$ cat src/rtl/mux_sel_sequencer.sv
// Parallel-to-serial front end for an 8:1 mux tree: holds a word on the mux bus and walks the select.
// Optional macro MUX_SEQ_PARITY_EN appends an even-parity bit after the eight data bits.
module mux_sel_sequencer #(
  parameter int DIV       = 1,
  parameter int MSB_FIRST = 0
) (
  input  logic       clk,
  input  logic       rst,
  input  logic [7:0] in_data,
  input  logic       in_valid,
  output logic       in_ready,
  output logic [7:0] mux_a_o,
  output logic [2:0] mux_sel_o,
  input  logic       mux_out_i,
  output logic       ser_o,
  output logic       ser_valid_o,
  output logic       ser_last_o,
  output logic       busy_o
);

  if (DIV < 1 || DIV > 255) begin : g_div_check
    $error("mux_sel_sequencer: DIV must be in 1..255");
  end

  localparam logic [2:0] SEL_FIRST = (MSB_FIRST != 0) ? 3'd7 : 3'd0;
  localparam logic [2:0] SEL_LAST  = (MSB_FIRST != 0) ? 3'd0 : 3'd7;
  localparam logic [7:0] DIV_LAST  = 8'(DIV - 1);

  typedef enum logic [1:0] {
`ifdef MUX_SEQ_PARITY_EN
    PAR,
`endif
    IDLE,
    SHIFT
  } state_t;

  state_t     state_q, state_d;
  logic [7:0] div_cnt_q, div_cnt_d;
  logic [2:0] bit_cnt_q, bit_cnt_d;
  logic [7:0] mux_a_q, mux_a_d;
  logic [2:0] sel_q, sel_d;
  logic       ser_q, ser_d;
  logic       ser_vld_q, ser_vld_d;
  logic       ser_last_q, ser_last_d;
`ifdef MUX_SEQ_PARITY_EN
  logic       par_q, par_d;
`endif

  logic       tick;
  logic [2:0] sel_step;

  assign tick     = (div_cnt_q == DIV_LAST);
  assign sel_step = (MSB_FIRST != 0) ? (sel_q - 3'd1) : (sel_q + 3'd1);

  always_comb begin
    state_d    = state_q;
    div_cnt_d  = div_cnt_q;
    bit_cnt_d  = bit_cnt_q;
    mux_a_d    = mux_a_q;
    sel_d      = sel_q;
    ser_d      = ser_q;
    ser_vld_d  = 1'b0;
    ser_last_d = 1'b0;
`ifdef MUX_SEQ_PARITY_EN
    par_d      = par_q;
`endif
    case (state_q)
      IDLE: begin
        if (in_valid) begin
          mux_a_d   = in_data;
          sel_d     = SEL_FIRST;
          div_cnt_d = 8'd0;
          bit_cnt_d = 3'd0;
`ifdef MUX_SEQ_PARITY_EN
          par_d     = 1'b0;
`endif
          state_d   = SHIFT;
        end
      end
      SHIFT: begin
        if (tick) begin
          ser_d     = mux_out_i;
          ser_vld_d = 1'b1;
          div_cnt_d = 8'd0;
          bit_cnt_d = bit_cnt_q + 3'd1;
`ifdef MUX_SEQ_PARITY_EN
          par_d     = par_q ^ mux_out_i;
`endif
          // The select parks on the last index instead of wrapping while busy.
          if (sel_q != SEL_LAST) sel_d = sel_step;
          if (bit_cnt_q == 3'd7) begin
`ifdef MUX_SEQ_PARITY_EN
            state_d    = PAR;
`else
            ser_last_d = 1'b1;
            sel_d      = SEL_FIRST;
            state_d    = IDLE;
`endif
          end
        end else begin
          div_cnt_d = div_cnt_q + 8'd1;
        end
      end
`ifdef MUX_SEQ_PARITY_EN
      PAR: begin
        if (tick) begin
          ser_d      = par_q;
          ser_vld_d  = 1'b1;
          ser_last_d = 1'b1;
          div_cnt_d  = 8'd0;
          sel_d      = SEL_FIRST;
          state_d    = IDLE;
        end else begin
          div_cnt_d = div_cnt_q + 8'd1;
        end
      end
`endif
      default: state_d = IDLE;
    endcase
  end

  always_ff @(posedge clk or posedge rst) begin
    if (rst) begin
      state_q    <= IDLE;
      div_cnt_q  <= 8'd0;
      bit_cnt_q  <= 3'd0;
      mux_a_q    <= 8'd0;
      sel_q      <= SEL_FIRST;
      ser_q      <= 1'b0;
      ser_vld_q  <= 1'b0;
      ser_last_q <= 1'b0;
`ifdef MUX_SEQ_PARITY_EN
      par_q      <= 1'b0;
`endif
    end else begin
      state_q    <= state_d;
      div_cnt_q  <= div_cnt_d;
      bit_cnt_q  <= bit_cnt_d;
      mux_a_q    <= mux_a_d;
      sel_q      <= sel_d;
      ser_q      <= ser_d;
      ser_vld_q  <= ser_vld_d;
      ser_last_q <= ser_last_d;
`ifdef MUX_SEQ_PARITY_EN
      par_q      <= par_d;
`endif
    end
  end

  assign in_ready    = (state_q == IDLE);
  assign busy_o      = (state_q != IDLE);
  assign mux_a_o     = mux_a_q;
  assign mux_sel_o   = sel_q;
  assign ser_o       = ser_q;
  assign ser_valid_o = ser_vld_q;
  assign ser_last_o  = ser_last_q;

endmodule
$ cat config.mk
export PLATFORM = sky130hd
export DESIGN_NAME = mux_sel_sequencer
export DESIGN_NICKNAME = d
export VERILOG_FILES = /design/src/rtl/mux_sel_sequencer.sv
export SDC_FILE = /design/constraint.sdc
export NUM_CORES = 1
export LEC_CHECK = 0
export ABC_CLOCK_PERIOD_IN_PS = 2040
export BUFFER_PORTS_ARGS = -buffer_cell sky130_fd_sc_hd__buf_2
export CORE_MARGIN = 2
export CORE_UTILIZATION = 40
export CTS_CLUSTER_SIZE = 14
export DETAILED_ROUTE_END_ITERATION = 7
export SKIP_LAST_GASP = 1
export SLEW_MARGIN = 5
export SYNTH_ARGS = -nofsm -noshare
export SYNTH_HDL_FRONTEND = slang
export SYNTH_SLANG_ARGS = --single-unit
$ cat constraint.sdc
create_clock -name clk -period 2.04 [get_ports clk]
set_clock_uncertainty 0.15 [all_clocks]
set_input_delay 0.612 -clock clk [delete_from_list [all_inputs] [get_ports clk]]
set_output_delay 0.612 -clock clk [all_outputs]
set_load 0.005 [all_outputs]
==> results.json, run 1 <==
{
  "status": "complete, no violations",
  "grt_pass1_vias": 851,
  "cpPeakStageDelay_ns": 0.56,
  "slew-limit-headroom_pct": 70.80,
  "cts_root_buffer": "clkbuf_4",
  "detail_route.iter0.violations": 28,
  "yosysWarningCount": 0,
  "post-route-util_pct": 50.67,
  "setup_viol": 0,
  "worstPathArrival_ns": 1.16,
  "crit_fanout": 9,
  "grt_usage_pct": 14.33,
  "vias": 903,
  "core_area_mm2": 0.002805,
  "grt.overflow.total": 0,
  "yosys.cell_count.top_type": "nand2_1",
  "crit_path_start_kind": "register",
  "critPathLaunch": "state_q[0]$_DFFE_PP0P_",
  "synth_top_area_share_pct": 53.77,
  "path_clk_slew_ns": 0.14,
  "grt_max_degree": 27,
  "grt_pass1_wl_um": 3870,
  "crit_path_cell_trace": "inv_2 -> buf_2",
  "cts_setup_buffers": 0,
  "cp.depth": 2,
  "layout_min_cycle_time_ns": 1.926,
  "cts_buffer_depth": 2,
  "ff2ff_setup_slack_ns": 0.25,
  "peakVddDrop_v": 0.0005723,
  "io_pins": 28,
  "hold_path_class": "in -> async",
  "r2r.worst_path.cells": 7,
  "max_cap_viol_count": 0,
  "drv_slew": 0,
  "syn_area_mm2": 0.001210,
  "cts_tree": "built",
  "gp_congestion": 0.7910,
  "synth_seq_cells": 26,
  "die_w_um": 59.00,
  "diodes": 0,
  "r2r-start": "div_cnt_q[0]$_DFFE_PP0P_",
  "power_density_mw_per_mm2": 1266,
  "routed_wl_um": 2231,
  "endpoint": "in_ready",
  "chipHeight_um": 59.00,
  "setup.worst_path.class": "reg -> out",
  "ys.flop_type": "dfrtp_1",
  "end_kind": "output pin",
  "rsz0062_at_grt": "no",
  "synthTopCellsByArea": "dfrtp_1 (54%), nand2_1 (12%), ha_1 (6.2%)",
  "wl_per_cell_um": 12.33,
  "crit_family": "flip-flops",
  "post-route-period-util_pct": 94.42,
  "route.detailed.drc": 0,
  "cp_data_required_time_ns": 1.28,
  "antenna_left": 0,
  "leakagePower_uw": 0.0007558,
  "drtPass1Iterations": 4,
  "ctsResizeCount": 0,
  "drive_above_1_share_pct": 28.00,
  "area_growth_pct": 17.48,
  "row_count": 19,
  "synth.distinct_cells": 27,
  "htree_levels": 1,
  "rr_endpoint": "mux_sel_o[0]$_DFFE_PP0P_",
  "clock_latency_ns": 0.31,
  "fmax_ghz": 0.5192,
  "start_util_pct": 43.13,
  "yosysTopAreaCell": "dfrtp_1",
  "vias_per_cell": 4.989,
  "async_reset_ff_share_pct": 100.0,
  "clkSinkCount": 26,
  "synth_common_cells": "nand2_1 (39), dfrtp_1 (26), ha_1 (6)",
  "cts_made_buffers": 3,
  "worst-path-buf-inv": 2,
  "setup_tns_ns": 0,
  "critical-path-slowest-cell": "dfrtp_1",
  "tightest_slew_ns": 0.4380,
  "fp.dieArea_mm2": 0.003480,
  "syn_avg_cell_area_um2": 10.08,
  "hold_viol_final": 0,
  "ctsHoldBuffers": 0,
  "io_buffers": 27,
  "synthesis.nets": 138,
  "dp_hpwl_um": 1677,
  "ys_seq_area_share_pct": 53.77,
  "antenna_found_initial": 0,
  "layout.nets": 169,
  "synth_edf_count": 0,
  "syn_inst": 120
}
-- worst min-delay path by stage --
stage	start	endpoint	slack, ns	depth (start not counted)
floorplan	bit_cnt_q[0]$_DFFE_PP0P_	bit_cnt_q[0]$_DFFE_PP0P_	0.31	1
global placement	mux_a_o[4]$_DFFE_PP0P_	mux_a_o[4]$_DFFE_PP0P_	0.31	2
detailed placement	mux_a_o[3]$_DFFE_PP0P_	mux_a_o[3]$_DFFE_PP0P_	0.31	2
CTS	rst	div_cnt_q[2]$_DFFE_PP0P_	0.18	3
global route	rst	div_cnt_q[2]$_DFFE_PP0P_	0.19	3
finish	rst	div_cnt_q[2]$_DFFE_PP0P_	0.17	3
-- metrics by stage --
stage	hold slack, ns	setup WS (ns)	std cells	total power [uW]	instance area [um^2]
3_5_place_dp	0.3091	0.2711	177	1565	1385
3_3_place_gp	0.3057	0.2897	177	1530	1385
4_1_cts	0.1828	0.09708	181	1827	1421
6_report	0.1702	0.1138	181	1800	1421
5_1_grt	0.1926	0.02421	181	1966	1421
2_1_floorplan	0.3147	0.3801	120	1327	1210
-- flip-flops by register name, indices dropped and copies added (netlist names) --
signal,count
div_cnt_q,8
mux_a_o,8
mux_sel_o,3
ser_valid_o,1
bit_cnt_q,3
ser_o,1
ser_last_o,1
state_q,1
-- layout by cell type (no fill, tap or decap) --
cell / count
xor2_1: 3
and2_1: 1
ha_1: 6
nor3_2: 2
nor4b_4: 1
buf_2: 27
clkinv_4: 1
a31oi_1: 1
clkbuf_8: 1
buf_4: 2
nand3_1: 5
and4_1: 1
and3_1: 1
nor2b_1: 1
inv_2: 1
o21ai_0: 4
a22o_1: 4
dfrtp_1: 26
nand2_1: 39
o22ai_1: 3
a21oi_1: 3
clkbuf_4: 3
o21ai_2: 1
nor2_1: 5
mux2_2: 1
inv_1: 4
mux2_4: 1
nand3b_1: 1
nand3_4: 1
-- cells by family (layout without fill, tap and decap cells) --
family	Yosys count	in the layout	synth area share [%]
compound gates	16	16	8.583
mux	2	2	2.171
simple gates	58	58	23.68
buf+inv	9	39	3.412
xor+xnor	3	3	2.172
flops	26	26	53.77
fa+ha+maj	6	6	6.205
-- metal layers --
layer | share of wire [%] | vias up | track usage [%] | wire length [um]
li1 | - | 457 | - | -
met3 | 2.6 | 2 | 1.965 | 59
met1 | 51 | 432 | 21.88 | 1133
met5 | 0 | - | 0 | 0
met4 | 0.85 | 0 | 3.896 | 19
met2 | 46 | 12 | 21.43 | 1018
-- power breakdown --
part	switching [uW]	internal, uW
clock network	144	109
logic	295	323
registers	196	733
-- worst reg2reg max path: stages (launching register included) --
cell	delay, ns
dfrtp_1	0.43
inv_1	0.09
ha_1	0.14
nor4b_4	0.26
nand3_4	0.17
clkinv_4	0.11
o21ai_2	0.08
mux2_4	0.26
-- area by class of cell --
| type | instances | area (um^2) |
|---|---|---|
| clock buffers | 4 | 36.28 |
| repair buffers | 29 | 150.1 |
| well taps | 31 | 38.79 |
| fillers | 281 | 1384 |
| inverters | 6 | 27.53 |
| multi-input cells | 85 | 518.0 |
| flip-flops and latches | 26 | 650.6 |
Power figures use the tool's default switching activity.
==> run 2, diff against run 1 <==
==> constraint.sdc (replaced) <==
create_clock -name clk -period 2.04 [get_ports clk]
set_clock_uncertainty 0.15 [all_clocks]
set_input_delay 0.204 -clock clk [delete_from_list [all_inputs] [get_ports clk]]
set_output_delay 0.204 -clock clk [all_outputs]
set_load 0.005 [all_outputs]
==> results.json, run 2 (same netlist as run 1, synthesis figures left out) <==
{
  "status": "complete, no violations",
  "place_area_mm2": 0.001385,
  "io_buffers": 27,
  "crit_path_start_kind": "register",
  "max_cap_viol_count": 0,
  "vias": 941,
  "seq_power_share_pct": 51.1,
  "end_kind": "register",
  "crit_fanout": 7,
  "stdcell_count": 192,
  "clock_latency_ns": 0.31,
  "peakVddDrop_v": 0.0005732,
  "tightest_slew_ns": 0.4353,
  "slew-limit-headroom_pct": 70.98,
  "post-route-util_pct": 54.59,
  "total_power_uw": 1822,
  "cts_tree": "built",
  "post-route-period-util_pct": 88.07,
  "layout_min_cycle_time_ns": 1.797,
  "p_sw_uw": 643.9,
  "htree_levels": 1,
  "cts_buffer_depth": 2,
  "drtPass1Iterations": 4,
  "wl_per_cell_um": 12.53,
  "ctsHoldBuffers": 11,
  "cp_data_required_time_ns": 2.10,
  "grt_usage_pct": 15.53,
  "grt_max_degree": 27,
  "cts_setup_buffers": 0,
  "dp_hpwl_um": 1677,
  "diodes": 0,
  "cts_made_buffers": 3,
  "row_count": 19,
  "core_area_mm2": 0.002805,
  "drv_slew": 0,
  "chipHeight_um": 59.00,
  "hold_viol_final": 0,
  "power.internal_uw": 1179,
  "layout.nets": 180,
  "clkSinkCount": 26,
  "fp.dieArea_mm2": 0.003480,
  "start_util_pct": 43.13,
  "ctsResizeCount": 0,
  "grt_pass1_wl_um": 4181,
  "area_growth_pct": 26.58,
  "grt.overflow.total": 0,
  "leakagePower_uw": 0.0008017,
  "rsz0062_at_grt": "no",
  "grt_pass1_vias": 939,
  "vias_per_cell": 4.901,
  "antenna_found_initial": 0,
  "drive_above_1_share_pct": 26.09,
  "fmax_ghz": 0.5566,
  "power_frac_clock_pct": 13.9,
  "p_sw_share_pct": 35.33,
  "routed_wl_um": 2406,
  "pwr-share-comb_pct": 35.0,
  "setup.worst_path.class": "reg -> reg",
  "setup_viol": 0,
  "route.detailed.drc": 0,
  "dpl.cell_count": 177,
  "most-common-layout-cells": "nand2_1 (39), buf_2 (27), dfrtp_1 (26)",
  "hold_path_class": "in -> async",
  "cts_root_buffer": "clkbuf_4",
  "final_common_cell": "nand2_1",
  "antenna_left": 0,
  "power_density_mw_per_mm2": 1190,
  "path_clk_slew_ns": 0.14,
  "post-route-cell-area_mm2": 0.001531,
  "io_pins": 28,
  "detail_route.iter0.violations": 40,
  "die_w_um": 59.00,
  "worstPathArrival_ns": 1.85,
  "gp_congestion": 0.7910,
  "setup_tns_ns": 0
}
## run 2: final timing paths
path | start | to | slack (ns) | cells after the start
worst max-delay path | div_cnt_q[0]$_DFFE_PP0P_ | mux_sel_o[0]$_DFFE_PP0P_ | 0.24 | 7
min in group clk | mux_a_o[1]$_DFFE_PP0P_ | mux_a_o[1]$_DFFE_PP0P_ | 0.34 | 2
worst max register to register | div_cnt_q[0]$_DFFE_PP0P_ | mux_sel_o[0]$_DFFE_PP0P_ | 0.24 | 7
worst min register to register | mux_a_o[1]$_DFFE_PP0P_ | mux_a_o[1]$_DFFE_PP0P_ | 0.34 | 2
worst min-delay path | rst | div_cnt_q[2]$_DFFE_PP0P_ | 0.31 | 4
max in group asynchronous | rst | div_cnt_q[5]$_DFFE_PP0P_ | 1.18 | 4
## run 2: area by class of cell
type / instances / area, um^2
Fill cell: 264 / 1274
Sequential cell: 26 / 650.6
Multi-Input combinational cell: 85 / 518.0
Timing Repair Buffer: 40 / 260.3
Tap cell: 31 / 38.79
Clock buffer: 4 / 36.28
Inverter: 6 / 27.53
## run 2: power groups by stage
stage / clock network, uW / registers (uW) / logic [uW]
after global routing: 284 / 964 / 737
after detailed placement: 0 / 937 / 627
after global placement: 0 / 928 / 602
final: 253 / 932 / 638
after floorplan: 0 / 917 / 410
after CTS: 265 / 930 / 649
## run 2: critical path, cell delays in order (launching register included)
cell and delay (ns):
dfrtp_1 0.44, inv_1 0.09, ha_1 0.14, nor4b_4 0.26
nand3_4 0.17, clkinv_4 0.11, o21ai_2 0.08, mux2_4 0.26
## run 2: metal layers
layer  up-vias  track usage (%)  routed length [um]
met4         0            3.896                  19
met5         -                0                   0
met2        14            24.76                1149
met1       446            22.59                1166
met3         2            1.965                  70
li1        479                -                   -
## run 2: metrics by stage
step | hold slack [ns] | worst slack, ns
floorplan | 0.09402 | 0.3801
global placement | 0.1228 | 0.2897
detailed placement | 0.1268 | 0.2711
CTS | 0.3220 | 0.2404
global route | 0.3545 | 0.1295
finish | 0.3057 | 0.2433
==> run 3, diff against run 2 <==
Settings changed: ABC_CLOCK_PERIOD_IN_PS 2040 to 1700.
Clock period 2.04 ns to 1.7 ns, I/O delays scaled along.
==> results.json, run 3 (same netlist as run 1, synthesis figures left out) <==
{
  "wl_per_cell_um": 12.34,
  "clock_latency_ns": 0.31,
  "worstPathArrival_ns": 1.70,
  "path_clk_slew_ns": 0.13,
  "power_density_mw_per_mm2": 1401,
  "peakVddDrop_v": 0.0006864,
  "status": "complete, no violations",
  "n_fill_cell": 271,
  "rsz0062_at_grt": "yes",
  "routed_wl_um": 2455,
  "cts_buffer_depth": 2,
  "cts_made_buffers": 3,
  "vias_per_cell": 5.050,
  "crit_fanout": 3,
  "row_count": 19,
  "worst-path-buf-inv": 2,
  "grt_max_degree": 19,
  "cp_data_required_time_ns": 1.76,
  "fmax_ghz": 0.6086,
  "max_cap_viol_count": 0,
  "clkSinkCount": 26,
  "tightest_slew_ns": 0.4303,
  "gp_congestion": 0.8111,
  "drv_slew": 0,
  "hold_viol_final": 0,
  "antenna_found_initial": 0,
  "end_kind": "register",
  "most-common-layout-cells": "nand2_1 (39), buf_2 (27), dfrtp_1 (26)",
  "core_area_mm2": 0.002805,
  "vias": 1005,
  "critical-path-slowest-cell": "dfrtp_1",
  "htree_levels": 1,
  "post-route-period-util_pct": 96.66,
  "layout_min_cycle_time_ns": 1.643,
  "grt_pass1_vias": 1006,
  "crit_path_start_kind": "register",
  "grt_usage_pct": 16.35,
  "crit_family": "flip-flops",
  "diodes": 0,
  "die_w_um": 59.00,
  "whs_ns": 0.2006,
  "setup_viol": 0,
  "start_util_pct": 43.13,
  "io_pins": 28,
  "layout.nets": 188,
  "setup.worst_path.class": "reg -> reg",
  "area_growth_pct": 32.06,
  "drive_above_1_share_pct": 30.95,
  "chipHeight_um": 59.00,
  "post-route-util_pct": 56.96,
  "drtPass1Iterations": 4,
  "crit_path_cell_trace": "inv_2 -> ha_4 -> nor4b_4 -> nand3_4 -> clkinv_4 -> o21ai_4 -> mux2_4",
  "cpPeakStageDelay_ns": 0.41,
  "route.detailed.drc": 0,
  "dp_hpwl_um": 1798,
  "antenna_left": 0,
  "detail_route.iter0.violations": 52,
  "hold_path_class": "in -> async",
  "stdcell_count": 199,
  "fp.dieArea_mm2": 0.003480,
  "cts_root_buffer": "clkbuf_4",
  "dpl.cell_count": 182,
  "final_common_cell": "nand2_1",
  "slew-limit-headroom_pct": 71.31,
  "leakagePower_uw": 0.0008329,
  "cts_tree": "built",
  "grt.overflow.total": 0,
  "io_buffers": 27,
  "grt_pass1_wl_um": 4305
}
run 3: cell count changes in the layout (fill, tap and decap cells not counted), sizes merged:
cell and change:
buf +8, clkbuf -1
run 3: per-stage QoR:
step	setup slack [ns]	total power [uW]	area [um^2]	TNS (ns)
after floorplan	0.04009	1592	1210	0
final	0.05686	2239	1598	0
after detailed placement	0.01696	1932	1423	0
after global placement	0.05239	1890	1423	0
after CTS	0.01703	2215	1563	0
after global routing	-0.02427	2448	1598	-0.02427
run 3: area by class of cell:
class                   instances  area, um^2  share of cell area [%]
flip-flops and latches         26       650.6                   40.72
repair buffers                 48       320.3                   20.05
well taps                      31       38.79                   2.428
inverters                       6       27.53                   1.723
multi-input cells              85       538.0                   33.67
clock buffers                   3       22.52                   1.410
run 3: report_power, final:
group	switching, uW	leakage [uW]	internal [uW]	total (uW)
Clock	166	0.0000138	82.8	249
Sequential	217	0.000321	879	1100
Combinational	408	0.000498	486	894
Total	791	0.000833	1450	2240
run 3: repair_timing:
| action | 4_1_cts | 5_1_grt |
|---|---|---|
| hold buffers | 11 | 0 |
| cloned | 0 | 0 |
| setup buffers | 1 | 2 |
| endpoints found under the hold margin | 19 | 0 |
| pin swaps | 1 | 3 |
| gates resized for setup | 0 | 5 |
| setup endpoints to repair | 1 | 8 |
run 3: metal layers:
metal	share of wire (%)	track usage, %
met1	46	21.10
met2	51	28.10
met3	3.0	2.183
met4	0.69	5.844
met5	0	0
run 3: worst reg2reg max path, cell delays in order, from the launching register on:
cell	delay, ns
dfrtp_1	0.41
inv_2	0.08
ha_4	0.12
nor4b_4	0.25
nand3_4	0.14
clkinv_4	0.08
o21ai_4	0.05
mux2_4	0.26
run 3: worst paths after layout:
check	startpoint	endpoint	slack, ns	cells past startpoint
worst max-delay path	div_cnt_q[0]$_DFFE_PP0P_	mux_sel_o[0]$_DFFE_PP0P_	0.06	7
worst min-delay path	rst	mux_a_o[7]$_DFFE_PP0P_	0.20	3
worst max register to register	div_cnt_q[0]$_DFFE_PP0P_	mux_sel_o[0]$_DFFE_PP0P_	0.06	7
worst min register to register	mux_a_o[5]$_DFFE_PP0P_	mux_a_o[5]$_DFFE_PP0P_	0.33	2
max in group asynchronous	rst	mux_sel_o[1]$_DFFE_PP0P_	0.66	4
min in group clk	mux_a_o[5]$_DFFE_PP0P_	mux_a_o[5]$_DFFE_PP0P_	0.33	2
